===== src/rtl/iic_pkg.sv =====
// Shared definitions for the IIC init sequencer: table entry layout, delay marker and FSM encoding.
// Readback states exist only when IIC_INIT_READBACK_EN is defined.
package iic_pkg;

    localparam int          ENTRY_W    = 21;
    localparam logic [12:0] DELAY_MARK = 13'h1FFF;

    typedef enum logic [3:0] {
        IDLE     = 4'd0,
        FETCH    = 4'd1,
        LOAD     = 4'd2,
        ISSUE_WR = 4'd3,
        WAIT_WR  = 4'd4,
`ifdef IIC_INIT_READBACK_EN
        ISSUE_RD = 4'd5,
        WAIT_RD  = 4'd6,
        CHECK    = 4'd7,
`endif
        DELAY    = 4'd8,
        NEXT     = 4'd9,
        FIN      = 4'd10,
        FAIL     = 4'd11
    } state_t;

    function automatic logic [12:0] entry_reg(input logic [ENTRY_W-1:0] e);
        return e[20:8];
    endfunction

    function automatic logic [7:0] entry_data(input logic [ENTRY_W-1:0] e);
        return e[7:0];
    endfunction

endpackage


===== src/rtl/iic_init_seq.sv =====
// Walks an init table and issues one IIC write per entry, with delay entries, timeout and retry.
// Define IIC_INIT_READBACK_EN to read each register back and verify it after the write.
module iic_init_seq
    import iic_pkg::*;
#(
    parameter logic [6:0] DEV_ADDR   = 7'h3C,
    parameter int         TBL_LEN    = 64,
    parameter logic [1:0] REG_LEN    = 2'd2,
    parameter int         TIMEOUT    = 200000,
    parameter int         MAX_RETRY  = 2,
    parameter int         DELAY_UNIT = 50000
) (
    input  logic        clk,
    input  logic        rst,
    input  logic        start,
    output logic        busy,
    output logic        init_done,
    output logic        err,
    output logic [7:0]  err_index,
    output logic [7:0]  tbl_addr,
    input  logic [20:0] tbl_data,
    output logic        wr_en,
    output logic        re_en,
    output logic [6:0]  addr_se_me,
    output logic [12:0] addr_se_reg,
    output logic [1:0]  num_reg_add,
    output logic [7:0]  num_sent_data,
    output logic [7:0]  num_rece_data,
    output logic [7:0]  sda_data_out,
    input  logic        done,
    input  logic [7:0]  data_out
);

    localparam logic [17:0] TO_MAX    = 18'(TIMEOUT);
    localparam logic [7:0]  RETRY_MAX = 8'(MAX_RETRY);
    localparam logic [7:0]  LAST_IDX  = 8'(TBL_LEN - 1);
    localparam logic [23:0] DLY_UNIT  = 24'(DELAY_UNIT);

    state_t      state_reg, state_next;
    logic [7:0]  index_reg;
    logic [7:0]  retry_reg;
    logic [17:0] to_cnt_reg;
    logic [23:0] dly_cnt_reg;
    logic [12:0] reg_addr_reg;
    logic [7:0]  wdata_reg;
    logic        err_reg;
    logic [7:0]  err_index_reg;

    logic timed_out, retry_ok, last_entry, is_delay;

`ifdef IIC_INIT_READBACK_EN
    logic [7:0] rd_data_reg;
    logic       rd_match;
    assign rd_match = (rd_data_reg == wdata_reg);
`else
    logic unused_rd;
    assign unused_rd = ^data_out;
`endif

    assign timed_out  = (to_cnt_reg == TO_MAX);
    assign retry_ok   = (retry_reg < RETRY_MAX);
    assign last_entry = (index_reg == LAST_IDX);
    assign is_delay   = (entry_reg(tbl_data) == DELAY_MARK);

    always_ff @(posedge clk) begin
        if (rst) begin
            state_reg <= IDLE;
        end else begin
            state_reg <= state_next;
        end
    end

    always_comb begin
        state_next = state_reg;
        case (state_reg)
            IDLE:     if (start) state_next = FETCH;
            FETCH:    state_next = LOAD;
            LOAD:     state_next = is_delay ? DELAY : ISSUE_WR;
            DELAY:    if (dly_cnt_reg == 24'd0) state_next = NEXT;
            ISSUE_WR: state_next = WAIT_WR;
            WAIT_WR: begin
                if (done) begin
`ifdef IIC_INIT_READBACK_EN
                    state_next = ISSUE_RD;
`else
                    state_next = NEXT;
`endif
                end else if (timed_out) begin
                    state_next = retry_ok ? ISSUE_WR : FAIL;
                end
            end
`ifdef IIC_INIT_READBACK_EN
            ISSUE_RD: state_next = WAIT_RD;
            WAIT_RD: begin
                if (done) begin
                    state_next = CHECK;
                end else if (timed_out) begin
                    state_next = retry_ok ? ISSUE_RD : FAIL;
                end
            end
            CHECK: begin
                if (rd_match) state_next = NEXT;
                else          state_next = retry_ok ? ISSUE_WR : FAIL;
            end
`endif
            NEXT:     state_next = last_entry ? FIN : FETCH;
            FIN:      state_next = IDLE;
            FAIL:     state_next = IDLE;
            default:  state_next = IDLE;
        endcase
    end

    always_ff @(posedge clk) begin
        if (rst) begin
            index_reg     <= '0;
            retry_reg     <= '0;
            to_cnt_reg    <= '0;
            dly_cnt_reg   <= '0;
            reg_addr_reg  <= '0;
            wdata_reg     <= '0;
            err_reg       <= 1'b0;
            err_index_reg <= '0;
`ifdef IIC_INIT_READBACK_EN
            rd_data_reg   <= '0;
`endif
        end else begin
            case (state_reg)
                IDLE: begin
                    if (start) begin
                        index_reg <= '0;
                        retry_reg <= '0;
                        err_reg   <= 1'b0;
                    end
                end
                LOAD: begin
                    reg_addr_reg <= entry_reg(tbl_data);
                    wdata_reg    <= entry_data(tbl_data);
                    dly_cnt_reg  <= 24'(entry_data(tbl_data)) * DLY_UNIT;
                end
                DELAY: begin
                    if (dly_cnt_reg != 24'd0) dly_cnt_reg <= dly_cnt_reg - 24'd1;
                end
                ISSUE_WR: to_cnt_reg <= '0;
                WAIT_WR: begin
                    if (!timed_out) to_cnt_reg <= to_cnt_reg + 18'd1;
                    if (!done && timed_out && retry_ok) retry_reg <= retry_reg + 8'd1;
                end
`ifdef IIC_INIT_READBACK_EN
                ISSUE_RD: to_cnt_reg <= '0;
                WAIT_RD: begin
                    if (!timed_out) to_cnt_reg <= to_cnt_reg + 18'd1;
                    if (done) rd_data_reg <= data_out;
                    else if (timed_out && retry_ok) retry_reg <= retry_reg + 8'd1;
                end
                CHECK: begin
                    if (!rd_match && retry_ok) retry_reg <= retry_reg + 8'd1;
                end
`endif
                NEXT: begin
                    retry_reg <= '0;
                    if (!last_entry) index_reg <= index_reg + 8'd1;
                end
                FAIL: begin
                    err_reg       <= 1'b1;
                    err_index_reg <= index_reg;
                end
                default: ;
            endcase
        end
    end

    // Strobes decode straight from the state so reset kills them on the very next cycle.
    assign wr_en         = (state_reg == ISSUE_WR);
`ifdef IIC_INIT_READBACK_EN
    assign re_en         = (state_reg == ISSUE_RD);
`else
    assign re_en         = 1'b0;
`endif
    assign busy          = (state_reg != IDLE);
    assign init_done     = (state_reg == FIN);
    assign err           = err_reg;
    assign err_index     = err_index_reg;
    assign tbl_addr      = index_reg;
    assign addr_se_me    = DEV_ADDR;
    assign addr_se_reg   = reg_addr_reg;
    assign num_reg_add   = REG_LEN;
    assign num_sent_data = 8'd1;
    assign num_rece_data = 8'd1;
    assign sda_data_out  = wdata_reg;

endmodule


===== config.mk =====
export PLATFORM = sky130hd
export DESIGN_NAME = iic_init_seq
export DESIGN_NICKNAME = d
export VERILOG_FILES = /design/src/rtl/iic_pkg.sv /design/src/rtl/iic_init_seq.sv
export SDC_FILE = /design/constraint.sdc
export NUM_CORES = 1
export LEC_CHECK = 0
export ABC_AREA = 0
export CAP_MARGIN = 10
export CORE_ASPECT_RATIO = 1.75
export CORE_MARGIN = 8
export CORE_UTILIZATION = 59
export CTS_BUF_LIST = sky130_fd_sc_hd__clkbuf_4 sky130_fd_sc_hd__clkbuf_8 sky130_fd_sc_hd__clkbuf_16
export DETAILED_ROUTE_END_ITERATION = 10
export PLACE_DENSITY = 0.94
export SYNTH_ARGS = -nofsm -noshare
export SYNTH_HDL_FRONTEND = slang
export SYNTH_SLANG_ARGS = --single-unit

===== constraint.sdc =====
create_clock -name clk -period 6.35 [get_ports clk]
set_input_delay 1.27 -clock clk [delete_from_list [all_inputs] [get_ports clk]]
set_output_delay 1.27 -clock clk [all_outputs]
set_load 0.02 [all_outputs]

Word-level counts from Yosys, hierarchy flattened
Cells that the tools add are included.
{ "op_classes": {"add_sub_neg": 4, "multipliers": 1, "n_lt_le_gt_ge": 1, "eq_ne": 18, "muxes": 19, "reduce_logical": 18} }
{ "op_table": {"columns": ["operator", "count"], "rows": [
  ["one-hot mux 24 bit (2 select lines)", 1],
  ["one-hot mux 18 bit (2 select lines)", 1],
  ["2-to-1 mux 4 bit", 7],
  ["one-hot mux 4 bit (7 select lines)", 1],
  ["logical NOT 24 bit", 1],
  ["2-to-1 mux 24 bit", 1],
  ["2-to-1 mux 8 bit", 3],
  ["one-hot mux 8 bit (3 select lines)", 1],
  ["nonzero test 24 bit", 1],
  ["subtractor 24 x 1 -> 24 bit, second input constant", 1],
  ["multiplier 8 x 12 -> 20 bit, second input constant", 1],
  ["adder 18 x 1 -> 18 bit, second input constant", 1],
  ["equality test 18 bit, second input constant", 1],
  ["2-to-1 mux 18 bit", 1],
  ["adder 8 x 1 -> 8 bit, second input constant", 2],
  ["equality test 4 bit, second input constant", 4],
  ["one-hot mux 8 bit (2 select lines)", 1],
  ["equality test 13 bit, second input constant", 1],
  ["!= test 2 bit, second input constant", 6],
  ["AND reduction 3 bit", 3],
  ["equality test 4 x 2 -> 1 bit, second input constant", 2],
  ["equality test 8 x 6 -> 1 bit, second input constant", 1],
  ["< comparator 8 x 2 -> 1 bit, second input constant", 1],
  ["nonzero test 2 bit", 4],
  ["11 further kinds", 14]
]} }
{ "totals": {"reg_bits": 92, "in_bits": 33, "out_inout_bits": 67} }

Depth between registers and ports, before layout
{ "depth": {"depth_word": 5, "mapped_depth": 13, "mapped_depth_nobuf": 13} }

Worst setup path after synthesis
Ideal clock, no wire load.
{ "synth_path": {"kind": "in2reg", "start": "input tbl_data[2]", "end": "register dly_cnt_reg[22]", "t_arrival_ps": 4556, "setup_slack_ps": 1724, "cell_stages": 13, "n_path_buf": 0, "path_cell_list": "ha_1 ha_1 inv_1 fa_1 inv_1 fa_1 ha_1 nor2b_1 o2111a_1 o311ai_0 a211oi_1 mux2_2 a21oi_1"} }
{ "synth_between": {"elab_chain_len": 2} }
{ "synth_rtl": {"columns": ["element", "line", "text"], "rows": [
  ["from (decl)", "iic_init_seq.sv:21", "input logic [20:0] tbl_data,"],
  ["multiplier 8 x 12 -> 20 bit", "iic_init_seq.sv:138", "dly_cnt_reg <= 24'(entry_data(tbl_data)) * DLY_UNIT;"],
  ["one-hot mux 24 bit (2 select lines)", "iic_init_seq.sv:127", "case (state_reg)"],
  ["to (signal assigned)", "iic_init_seq.sv:138", null],
  ["to (signal assigned)", "iic_init_seq.sv:141", "if (dly_cnt_reg != 24'd0) dly_cnt_reg <= dly_cnt_reg - 24'd1;"],
  ["to (decl)", "iic_init_seq.sv:43", "logic [23:0] dly_cnt_reg;"]
]} }
No other way between the ends.
A chain may end at the register's enable or synchronous reset.

Worst setup path in the final report
{ "layout_path": {"start": "input tbl_data[4]", "end": "register dly_cnt_reg[22]"} }
Same word-level chain as after synthesis.

==> reports/metrics.cfg <==
[global_routing]
grt_use_total = 0.2232
grt_pass1_wl_um = 25630
grt_pass1_vias = 5587
grt_max_degree = 66
antenna_found_initial = 0
grt_overflow = 0

[critical_path]
crit_fanout = 5
start_kind = input port
path_class = in -> reg
worstSetupEndpointType = register
arrival_ns = 5.53
cp_data_required_time_ns = 6.62

[timing]
tns_ns = 0
hold_viol_final = 0
whs_ns = 0.4350
rsz0062_at_grt = false
timing.final.crit_period_ns = 5.259
timing.slew.headroom = 0.3089
worst_pin_slew_ns = 1.022
skew_ns = 0.006528
drv_slew = 0
fin_crit_sh = 0.8282
max_freq_ghz = 0.1902
setup_viol = 0

[floorplan]
die_y_um = 150.2
coreArea_mm2 = 0.01018
start_util = 0.5966
ioPinCount = 100
rows = 49
dieWidth_um = 92.69
die_area_mm2 = 0.01392

[placement]
post-dp-hpwl_um = 11290
gp_congestion = 0.8234
io_buffers = 65

[run]
cap_violations = 0

[power]
p_per_area_mw_per_mm2 = 241.0
ir_drop_v = 0.0001670
p_leak_nw = 2.803

[cts]
h-tree-depth = 3
cts.path.max_buffers = 2
hold_buffers = 0
post-cts-setup-buffers = 0
cts-resized-gates = 0
cts_root_buffer = clkbuf_16
clk_transition_reported_paths_ns = 0.07
cts_made_buffers = 9
clkSinkCount = 92
cts_tree = built
worstSkewPairLatency_ns = 0.35

[final_layout]
syn2layout_area_growth_pct = 15.29
regArea_mm2 = 0.001842
multiInputGateArea_mm2 = 0.003896
nNetsFinal = 901
largest_reg_flops = 24
fillers = 778
drive_above_1_share = 0.06351
num_antenna_cells = 0

[drt]
drt_iter0_drc = 433
vias_per_cell = 6.023
drc = 0
drt-wirelength-per-cell_um = 16.64
finalWirelength_um = 15470
num_vias = 5601
final_antenna_net_count = 0
first_pass_iters = 5

[logic_synthesis]
yosysUniqueCellTypes = 69
synth.most_common_cell = nand2_1
ys_ff_latch = 92
synthFlopType = dfxtp_1
netlist_top_cells_area = dfxtp_1 30%, ha_1 12%, a21oi_1 6.2%
ys_seq_area_frac = 0.3033
synth.cell_area_mm2 = 0.006072
yosysTopAreaCell = dfxtp_1
synth-async-reset-ratio = 0
syn_avg_cell_area_um2 = 8.129
yosys-top-cells-count = 100 x nand2_1, 92 x dfxtp_1, 75 x a21oi_1, 73 x nor2_1, 58 x ha_1
synthCells = 747
yosysWarningCount = 0
synth_top_area_share = 0.3033
synth_edf_count = 0

[worst_hold_path]
hp-class = reg -> reg

[outcome]
status = completed

==> path summary, 6_finish.rpt <==
kind / from / endpoint / slack (ns) / cells after the start
worst min-delay path: retry_reg[7] / retry_reg[7] / 0.43 / 2
worst max-delay path: tbl_data[4] / dly_cnt_reg[22] / 1.09 / 14
worst min register to register: retry_reg[7] / retry_reg[7] / 0.43 / 2
worst max register to register: dly_cnt_reg[0] / dly_cnt_reg[22] / 3.29 / 8
==> worst max-delay path, stage by stage <==
cell and delay, ns:
clkdlybuf4s50_1 0.59, ha_1 0.31, ha_1 0.28, inv_1 0.05, fa_1 0.50, inv_1 0.06
fa_1 0.47, ha_1 0.35, nor2b_1 0.17, o2111a_1 0.27, o311ai_0 0.58, a211oi_1 0.17
mux2_2 0.31, a21oi_1 0.14
==> placed cells by master (no fill, tap or decap), types with 4 or more instances in the layout <==
master / count
a211o_1: 4
a21oi_1: 75
a31o_2: 4
a31oi_1: 10
and3_1: 10
buf_4: 9
clkbuf_16: 9
clkdlybuf4s50_1: 64
conb_1: 26
dfxtp_1: 92
fa_1: 12
ha_1: 58
inv_1: 25
mux2i_1: 5
nand2_1: 100
nand2b_1: 4
nand3_1: 10
nand4_1: 14
nor2_1: 73
nor2b_1: 4
nor3_1: 26
nor4_1: 16
nor4b_1: 4
o21a_1: 4
o21ai_0: 29
o22ai_1: 5
or2_2: 6
or3_1: 7
or4_1: 4
xnor2_1: 7
xor2_1: 16
==> through the flow <==
stage          worst slack, ns  cell area, um2    util  instances  power, mW
6_report                 1.091            7000  0.6879        930      1.687
4_1_cts                  1.082            6993  0.6871        929      1.686
5_1_grt                 0.7353            7000  0.6879        930      1.786
3_5_place_dp            0.7326            6704  0.6587        913      1.170
3_3_place_gp            0.7136            6704  0.6587        913      1.154
2_1_floorplan            1.724            6162       -        771      1.048
==> power breakdown <==
part | leakage [nW] | internal (mW) | switching, mW
combinational | 1.93 | 0.222 | 0.330
sequential | 0.743 | 0.596 | 0.0219
clock | 0.134 | 0.287 | 0.230
==> metal layers <==
metal	global-route usage	wire length [um]
met1	0.2255	5815
met2	0.4213	8458
met3	0.02846	605
met4	0.1346	592
met5	0	0
==> area by class of cell <==
cell class / instances / area share
clock inverter: 5 / 0.005183
tap: 127 / 0.02270
timing repair buffer: 75 / 0.1029
multi-input combinational: 595 / 0.5566
clock buffer: 11 / 0.03610
sequential: 92 / 0.2631
inverter: 25 / 0.01340
==> cell families (layout without fill, tap and decap cells) <==
logic type      Yosys count  after routing  synth area share
other cells               2             26          0.001237
mux                       8              8           0.01381
xor+xnor                 23             23           0.03317
buf+inv                  84            116           0.07233
compound gates          169            169            0.1747
fa+ha+maj                70             70            0.1591
simple gates            299            299            0.2423
flops                    92             92            0.3033
No activity file was read; power rests on OpenSTA's default activity.
